$ cat src/rtl/store_data_narrow_if.sv
// Store-path handshake bundle between EX and MEM around the narrowing buffer.
// ovf__o exists only when STORE_RANGE_CHK_EN is defined.
interface store_data_narrow_if #(
    parameter int WIDTH = 32
);
    localparam int BYTES = WIDTH / 8;

    logic               flush__i;
    logic               valid__i;
    logic               ready__o;
    logic [WIDTH-1:0]   data__i;
    logic [1:0]         size__i;
    logic [1:0]         addr__i;
    logic               valid__o;
    logic               ready__i;
    logic [WIDTH-1:0]   wdata__o;
    logic [BYTES-1:0]   be__o;
    logic               err__o;
`ifdef STORE_RANGE_CHK_EN
    logic               ovf__o;
`endif

    modport slave (
        input  flush__i, valid__i, data__i, size__i, addr__i, ready__i,
        output ready__o, valid__o, wdata__o, be__o, err__o
`ifdef STORE_RANGE_CHK_EN
        , output ovf__o
`endif
    );

    modport master (
        output flush__i, valid__i, data__i, size__i, addr__i, ready__i,
        input  ready__o, valid__o, wdata__o, be__o, err__o
`ifdef STORE_RANGE_CHK_EN
        , input ovf__o
`endif
    );
endinterface

$ cat src/rtl/store_data_narrow.sv
// Store data narrowing/lane replication with byte enables, behind a small valid/ready buffer.
// Optional STORE_RANGE_CHK_EN adds a per-entry ovf flag (narrowed value does not sign-extend back).
module store_data_narrow #(
    parameter int WIDTH = 32,
    parameter int DEPTH = 2
) (
    input  logic              clk__i,
    input  logic              rst_n__i,
    store_data_narrow_if.slave bus
);
    localparam int BYTES = WIDTH / 8;
    localparam int PTR_W = (DEPTH > 1) ? $clog2(DEPTH) : 1;
    localparam int CNT_W = $clog2(DEPTH + 1);
    localparam logic [CNT_W-1:0] DEPTH_C  = CNT_W'(DEPTH);
    localparam logic [PTR_W-1:0] LAST_PTR = PTR_W'(DEPTH - 1);

    typedef struct packed {
        logic [WIDTH-1:0] wdata;
        logic [BYTES-1:0] be;
        logic             err;
`ifdef STORE_RANGE_CHK_EN
        logic             ovf;
`endif
    } entry_t;

    entry_t           entries_q [DEPTH];
    entry_t           entries_d [DEPTH];
    logic [PTR_W-1:0] wr_ptr_q, wr_ptr_d;
    logic [PTR_W-1:0] rd_ptr_q, rd_ptr_d;
    logic [CNT_W-1:0] count_q, count_d;
    logic             ready_q, ready_d;
    entry_t           fmt;
    entry_t           head;
    logic             push;
    logic             pop;

    // Formatting happens at push so the stored entry is exactly what MEM sees.
    always_comb begin
        fmt = '0;
        unique case (bus.size__i)
            2'b00: begin
                fmt.wdata = {BYTES{bus.data__i[7:0]}};
                fmt.be    = BYTES'(1) << bus.addr__i;
`ifdef STORE_RANGE_CHK_EN
                fmt.ovf   = bus.data__i[WIDTH-1:7] != {(WIDTH-7){bus.data__i[7]}};
`endif
            end
            2'b01: begin
                fmt.wdata = {(BYTES/2){bus.data__i[15:0]}};
                if (bus.addr__i[0]) begin
                    fmt.err = 1'b1;
                end else begin
                    fmt.be  = BYTES'(3) << bus.addr__i;
                end
`ifdef STORE_RANGE_CHK_EN
                fmt.ovf   = bus.data__i[WIDTH-1:15] != {(WIDTH-15){bus.data__i[15]}};
`endif
            end
            2'b10: begin
                fmt.wdata = bus.data__i;
                if (bus.addr__i != 2'b00) begin
                    fmt.err = 1'b1;
                end else begin
                    fmt.be  = '1;
                end
            end
            default: begin
                fmt.wdata = bus.data__i;
                fmt.err   = 1'b1;
            end
        endcase
    end

    always_comb begin
        entries_d = entries_q;
        wr_ptr_d  = wr_ptr_q;
        rd_ptr_d  = rd_ptr_q;
        count_d   = count_q;
        push      = bus.valid__i && ready_q && !bus.flush__i;
        pop       = (count_q != '0) && bus.ready__i && !bus.flush__i;

        if (bus.flush__i) begin
            wr_ptr_d = '0;
            rd_ptr_d = '0;
            count_d  = '0;
        end else begin
            if (push) begin
                entries_d[wr_ptr_q] = fmt;
                wr_ptr_d = (wr_ptr_q == LAST_PTR) ? '0 : wr_ptr_q + PTR_W'(1);
            end
            if (pop) begin
                rd_ptr_d = (rd_ptr_q == LAST_PTR) ? '0 : rd_ptr_q + PTR_W'(1);
            end
            if (push && !pop) begin
                count_d = count_q + CNT_W'(1);
            end else if (pop && !push) begin
                count_d = count_q - CNT_W'(1);
            end
        end

        // Registered so ready__o never depends combinationally on ready__i.
        ready_d = count_d < DEPTH_C;
    end

    always_ff @(posedge clk__i or negedge rst_n__i) begin
        if (!rst_n__i) begin
            for (int i = 0; i < DEPTH; i++) begin
                entries_q[i] <= '0;
            end
            wr_ptr_q <= '0;
            rd_ptr_q <= '0;
            count_q  <= '0;
            ready_q  <= 1'b0;
        end else begin
            entries_q <= entries_d;
            wr_ptr_q  <= wr_ptr_d;
            rd_ptr_q  <= rd_ptr_d;
            count_q   <= count_d;
            ready_q   <= ready_d;
        end
    end

    assign head         = entries_q[rd_ptr_q];
    assign bus.ready__o = ready_q;
    assign bus.valid__o = (count_q != '0);
    assign bus.wdata__o = bus.valid__o ? head.wdata : '0;
    assign bus.be__o    = bus.valid__o ? head.be    : '0;
    assign bus.err__o   = bus.valid__o ? head.err   : 1'b0;
`ifdef STORE_RANGE_CHK_EN
    assign bus.ovf__o   = bus.valid__o ? head.ovf   : 1'b0;
`endif
endmodule
$ cat src/flat_wrapper.sv
// flat-port wrapper written by rule: the top's interface ports become plain ports
module store_data_narrow_flat 
#(
    parameter int WIDTH = 32,
    parameter int DEPTH = 2
)
  (clk__i, rst_n__i, bus_flush__i, bus_valid__i, bus_data__i, bus_size__i, bus_addr__i, bus_ready__i, bus_ready__o, bus_valid__o, bus_wdata__o, bus_be__o, bus_err__o);
  store_data_narrow_if #(.WIDTH(WIDTH)) bus_i ();
  input  logic clk__i;
  input  logic rst_n__i;
  input wire logic [$bits(bus_i.flush__i)-1:0] bus_flush__i;
  input wire logic [$bits(bus_i.valid__i)-1:0] bus_valid__i;
  input wire logic [$bits(bus_i.data__i)-1:0] bus_data__i;
  input wire logic [$bits(bus_i.size__i)-1:0] bus_size__i;
  input wire logic [$bits(bus_i.addr__i)-1:0] bus_addr__i;
  input wire logic [$bits(bus_i.ready__i)-1:0] bus_ready__i;
  output wire logic [$bits(bus_i.ready__o)-1:0] bus_ready__o;
  output wire logic [$bits(bus_i.valid__o)-1:0] bus_valid__o;
  output wire logic [$bits(bus_i.wdata__o)-1:0] bus_wdata__o;
  output wire logic [$bits(bus_i.be__o)-1:0] bus_be__o;
  output wire logic [$bits(bus_i.err__o)-1:0] bus_err__o;
  assign bus_i.flush__i = bus_flush__i;
  assign bus_i.valid__i = bus_valid__i;
  assign bus_i.data__i = bus_data__i;
  assign bus_i.size__i = bus_size__i;
  assign bus_i.addr__i = bus_addr__i;
  assign bus_i.ready__i = bus_ready__i;
  assign bus_ready__o = bus_i.ready__o;
  assign bus_valid__o = bus_i.valid__o;
  assign bus_wdata__o = bus_i.wdata__o;
  assign bus_be__o = bus_i.be__o;
  assign bus_err__o = bus_i.err__o;
  store_data_narrow #(.WIDTH(WIDTH), .DEPTH(DEPTH)) u_core (.clk__i(clk__i), .rst_n__i(rst_n__i), .bus(bus_i));
endmodule
$ cat config.mk
export PLATFORM = sky130hd
export DESIGN_NAME = store_data_narrow_flat
export DESIGN_NICKNAME = d
export VERILOG_FILES = /design/src/rtl/store_data_narrow_if.sv /design/src/rtl/store_data_narrow.sv /design/src/flat_wrapper.sv
export SDC_FILE = /design/constraint.sdc
export NUM_CORES = 1
export LEC_CHECK = 0
export CAP_MARGIN = 20
export CORE_AREA = 2 2 115 106
export DETAILED_ROUTE_END_ITERATION = 6
export DIE_AREA = 0 0 117 108
export DONT_BUFFER_PORTS = 1
export GPL_TIMING_DRIVEN = 0
export PLACE_DENSITY = 0.52
export REMOVE_ABC_BUFFERS = 1
export SLEW_MARGIN = 20
export SYNTH_ARGS = -nofsm -noshare
export SYNTH_HDL_FRONTEND = slang
export SYNTH_SLANG_ARGS = --single-unit
$ cat constraint.sdc
create_clock -name clk__i -period 4.6 [get_ports clk__i]
set_clock_uncertainty 0.2 [all_clocks]
set_input_delay 0.46 -clock clk__i [delete_from_list [all_inputs] [get_ports clk__i]]
set_output_delay 0.46 -clock clk__i [all_outputs]
set_load 0.01 [all_outputs]
==> flow_metrics.tcl, run 1 <==
set metrics [dict create \
    holdPathStages 1 \
    fin_ws_ps 2230 \
    crit_path_start_kind "flop" \
    fin_crit_sh_pct 51.6 \
    vdd_ir_drop_max_v 0.000314 \
    yosys_warnings 0 \
    rows 37 \
    avgRoutedWirePerCell_um 16.6 \
    routed-via-count 2732 \
    grt_setup_unrepaired "false" \
    ctsResizeCount 0 \
    routed_wl_um 9100 \
    ys_ff_latch 79 \
    worstSkewPairLatency_ps 330 \
    avgSynthCellArea_um2 9.92 \
    p_total_mw 2.91 \
    max_freq_mhz 422 \
    antenna_left 0 \
    dp_hpwl_um 5760 \
    grt_pass1_wl_um 14700 \
    core-area_um2 11300 \
    dp_slack_ps 2240 \
    final_cell_mix "nand2_1 (83), dfrtp_1 (78), mux2i_1 (62)" \
    io_buffers 0 \
    setup_viol 0 \
    ys.flop_type "dfrtp_1" \
    die_h_um 108 \
    grt_usage_pct 15.5 \
    min-delay-start "bus_flush__i" \
    drv_slew 0 \
    path_buf_inv 0 \
    cts.sinks 79 \
    grt_pass1_vias 2741 \
    path_class "reg -> out" \
    first_pass_iters 4 \
    tightest_slew_ps 791 \
    syn2layout_area_growth_pct 13.2 \
    end_kind "output port" \
    drc_errors 0 \
    grt_start_max_net_pins 80 \
    power_density_nw_per_um2 652 \
    initial_core_util_pct 34.7 \
    drt-initial-drc-count 116 \
    gp_congestion 0.649 \
    maxCapViolations 0 \
    synthesis.instances 397 \
    io_pins 80 \
    min_period_ps 2370 \
    async_flop_share_pct 100 \
    worst_hold_path_type "in -> reg" \
    p_leak_nw 1.98 \
    post-route-util_pct 39.3 \
    critPathSlowestCell "dfrtp_4" \
    fin_nets 430 \
    hold_end "u_core.bus.ready__o" \
    antenna_cells 0 \
    cts.path.max_buffers 2 \
    r2r_end "u_core.entries_q[12]" \
    nFillCells 1141 \
    whs_ps 27.3 \
    dp.cells 530 \
    antenna_found_initial 0 \
    grt.overflow.total 0 \
    via_per_inst 4.98 \
    fin_cells 549 \
    max-slew-margin-rel_pct 47.2 \
    worstPathCellList "mux2i_1 > nor2_1" \
    reg2reg_from "u_core.bus.ready__o" \
    worstPathArrival_ps 1710 \
    r2r_slack_ps 2280 \
    synth-seq-area-share_pct 50.2 \
    die_x_um 117 \
    post_cts_buffers 0 \
    worstPathMaxFanout 38 \
    dpl_cell_area_um2 4110 \
    hold_viol 0 \
    cts_inserted_buffers 9 \
    cts_tree "done" \
    ys_types 32 \
    cp_top_family "flip-flops" \
    cts_htree_levels 3 \
    layout_commonest_cell "nand2_1" \
    synth_enable_flop_cells 0 \
    multi_input_area_um2 1830 \
    rr_worst_depth 5 \
    final_area_um2 4450 \
    tns_ps 0 \
    ff_latch_area_um2 1980 \
    cp_data_required_time_ps 3940 \
    netlist_area_um2 3940 \
    drive_gt1_share_pct 10.9 \
    status "completed" \
    cts_root_buf "clkbuf_16" \
    die-area_um2 12600 \
    clk_pin_slew_ps 60 \
    critPathMaxStageDelay_ps 900 \
]
report_power, final:
part	leakage (nW)	switching [mW]	internal, mW	total, mW
clock network	0.138	0.280	0.434	0.714
logic	0.852	0.524	0.404	0.928
registers	0.986	0.241	1.02	1.26
cell families (layout without fill, tap and decap cells):
family	count (synthesis)	in the layout	share of synthesized area, %
adder cells (fa/ha/maj)	1	1	0.318
flip-flops	79	79	50.2
buffers and inverters	33	29	4.13
XOR/XNOR	4	4	1.24
AND/OR/NAND/NOR	133	133	14.1
AO/OA/AOI/OAI	69	69	9.41
multiplexers	78	78	20.5
repair_timing:
item                                    4_1_cts  5_1_grt
hold buffers                                  3        0
endpoints found under the setup margin        0        0
endpoints found under the hold margin        83        0
Yosys cell counts (all sizes together) (2+ instances only):
| cell type | instances | share of area, % |
|---|---|---|
| mux2i | 62 | 16 |
| mux2 | 16 | 4.8 |
| inv | 4 | 0.38 |
| a211o | 2 | 0.45 |
| o21ai | 59 | 7.5 |
| clkbuf | 10 | 0.95 |
| xor2 | 3 | 0.67 |
| nand2 | 83 | 7.9 |
| nor2 | 41 | 4.3 |
| buf | 19 | 2.8 |
| dfrtp | 79 | 50 |
| a211oi | 2 | 0.38 |
| nor4bb | 2 | 0.51 |
area by class of cell:
class | count | area share, %
inverter | 4 | 0.337
timing repair buffer | 9 | 2.98
tap | 156 | 4.38
multi-input combinational | 285 | 41.1
clock inverter | 5 | 1.29
clock buffer | 11 | 5.45
sequential | 79 | 44.5
how the worst max path moves through the flow:
stage | start | endpoint | slack [ps] | depth (start not counted)
after floorplan | bus_flush__i | u_core.entries_q[10] | 1730 | 2
after global placement | bus_flush__i | u_core.entries_q[9] | 550 | 2
after detailed placement | u_core.bus.ready__o | u_core.entries_q[12] | 2240 | 5
after CTS | u_core.rd_ptr_q | bus_wdata__o[28] | 2190 | 2
after global routing | u_core.rd_ptr_q | bus_wdata__o[20] | 2130 | 2
final | u_core.rd_ptr_q | bus_wdata__o[20] | 2230 | 2
metal layers:
metal  global-route usage [%]  part of all wire, %  vias to the layer above
li1                         -                    -                     1326
met1                     20.6                   46                     1316
met2                     24.1                   47                       80
met3                     5.66                  6.3                       10
met4                     4.03                  1.2                        0
met5                        0                    0                        -
sequential cells by signal (all words and copies together), names as in the netlist:
| signal | cells |
|---|---|
| u_core.bus.ready__o | 1 |
| u_core.count_q | 2 |
| u_core.entries_q | 74 |
| u_core.rd_ptr_q | 1 |
| u_core.wr_ptr_q | 1 |
Note: power is estimated with default switching activity, not from simulation.
==> run 2, diff against run 1 <==
==> constraint.sdc (replaced) <==
create_clock -name clk__i -period 2.2 [get_ports clk__i]
set_clock_uncertainty 0.2 [all_clocks]
set_input_delay 0.22 -clock clk__i [delete_from_list [all_inputs] [get_ports clk__i]]
set_output_delay 0.22 -clock clk__i [all_outputs]
set_load 0.01 [all_outputs]
==> flow_metrics.tcl, run 2 (same netlist as run 1, synthesis figures left out) <==
set metrics [dict create \
    status "finished, violations left" \
    failed_checks "negative hold slack" \
    worst_hold_path_type "in -> async" \
    crit_path_start_kind "flop" \
    r2r_slack_ps 220 \
    fin_nets 471 \
    cts.path.max_buffers 2 \
    fin_ws_ps 160 \
    core-area_um2 11300 \
    reg.largest.list "u_core.entries_q (74), u_core.count_q (2)" \
    wl_met3_um 482 \
    wl_met2_um 4770 \
    setup_viol 0 \
    dp_hpwl_um 5760 \
    power_density_nw_per_um2 1270 \
    first_pass_iters 4 \
    critPathSlowestCell "dfrtp_4" \
    grt_pass1_vias 2937 \
    ctsResizeCount 0 \
    ff_latch_area_um2 1980 \
    min_period_ps 2040 \
    grt_pass1_wl_um 15900 \
    path_buf_inv 1 \
    antenna_found_initial 0 \
    wirelength_met1_um 4750 \
    tns_ps 0 \
    via_per_inst 4.91 \
    routed_wl_um 10100 \
    hold_buffers 42 \
    cts_root_buf "clkbuf_16" \
    cts_htree_levels 3 \
    gp_congestion 0.649 \
    cp_top_family "flip-flops" \
    path_class "reg -> out" \
    io_buffers 0 \
    end_kind "output port" \
    dp.cells 530 \
    die_x_um 117 \
    critPathMaxStageDelay_ps 690 \
    initial_core_util_pct 34.7 \
    die-area_um2 12600 \
    drt-initial-drc-count 135 \
    worstPathMaxFanout 20 \
    whs_ps -625 \
    final_cell_mix "nand2_1 (83), dfrtp_1 (78), mux2i_1 (62)" \
    cts.sinks 79 \
    hold_viol 79 \
    cp_data_required_time_ps 1780 \
    antenna_left 0 \
    avgRoutedWirePerCell_um 17.1 \
    p_total_mw 6.19 \
    fin_crit_sh_pct 92.7 \
    drc_errors 0 \
    routed-via-count 2898 \
    max_freq_mhz 490 \
    max_flop_register "u_core.entries_q" \
    grt_setup_unrepaired "false" \
    drive_gt1_share_pct 10.4 \
    grt.overflow.total 0 \
    maxCapViolations 0 \
    rows 37 \
    vdd_ir_drop_max_v 0.000644 \
    worstPathArrival_ps 1620 \
    highest_layer "met4" \
    layout_commonest_cell "nand2_1" \
    clk_pin_slew_ps 60 \
    nFillCells 1125 \
    cts_tree "done" \
    grt_usage_pct 17.0 \
    cts_inserted_buffers 9 \
    drv_slew 0 \
    largest_register_ffs 74 \
    worstSkewPairLatency_ps 330 \
    worstPathCellList "buf_12 > mux2i_1 > nor2_1" \
    fin_cells 590 \
    multi_input_area_um2 1830 \
    antenna_cells 0 \
    tightest_slew_ps 825 \
    dp_slack_ps -155 \
    max-slew-margin-rel_pct 44.9 \
    io_pins 80 \
    p_leak_nw 2.15 \
    die_h_um 108 \
    syn2layout_area_growth_pct 23.6 \
    grt_start_max_net_pins 80 \
]
-- run 2: worst paths after layout --
| check | cells past startpoint | end | start |
|---|---|---|---|
| max | 3 | bus_wdata__o[19] | u_core.rd_ptr_q |
| min | 0 | u_core.entries_q[69] | rst_n__i |
| max reg2reg | 5 | u_core.entries_q[12] | u_core.bus.ready__o |
| min reg2reg | 2 | u_core.entries_q[17] | u_core.entries_q[17] |
| max in group asynchronous | 0 | u_core.entries_q[9] | rst_n__i |
| min in group clk__i | 3 | u_core.entries_q[0] | bus_addr__i[0] |
-- run 2: worst register-to-register path, stage by stage, from the launching register on --
cell and delay (ps):
dfrtp_1 540, nand4b_1 260, buf_6 230, buf_6 170, buf_6 160, mux2_4 300
-- run 2: per-stage QoR --
stage               area, um2  utilization, %
floorplan                3790               -
global placement         3980            35.1
detailed placement       4110            36.2
CTS                      4840            42.7
global route             4860            42.9
finish                   4860            42.9
-- run 2: layer usage --
layer / global-route usage (%) / vias to the layer above
met3: 5.38 / 7
met1: 22.5 / 1415
met5: 0 / -
met2: 27.1 / 69
li1: - / 1407
met4: 4.03 / 0
-- run 2: layout make-up --
| type | count | share of cell area, % |
|---|---|---|
| clock inverter | 5 | 1.18 |
| multi-input combinational | 285 | 37.6 |
| sequential | 79 | 40.7 |
| timing repair buffer | 50 | 11.2 |
| inverter | 4 | 0.309 |
| tap | 156 | 4.01 |
| clock buffer | 11 | 4.99 |
-- run 2: power breakdown --
part	leakage, nW	internal (mW)	switching (mW)
clock	0.138	0.908	0.585
combinational	1.02	0.915	1.20
sequential	0.986	2.14	0.444
total	2.15	3.96	2.23
-- run 2: timing repair --
action,in CTS,in global routing
cloned,0,0
setup endpoints to repair,5,13
endpoints found under the hold margin,156,79
pin swaps,1,0
buffers inserted,1,1
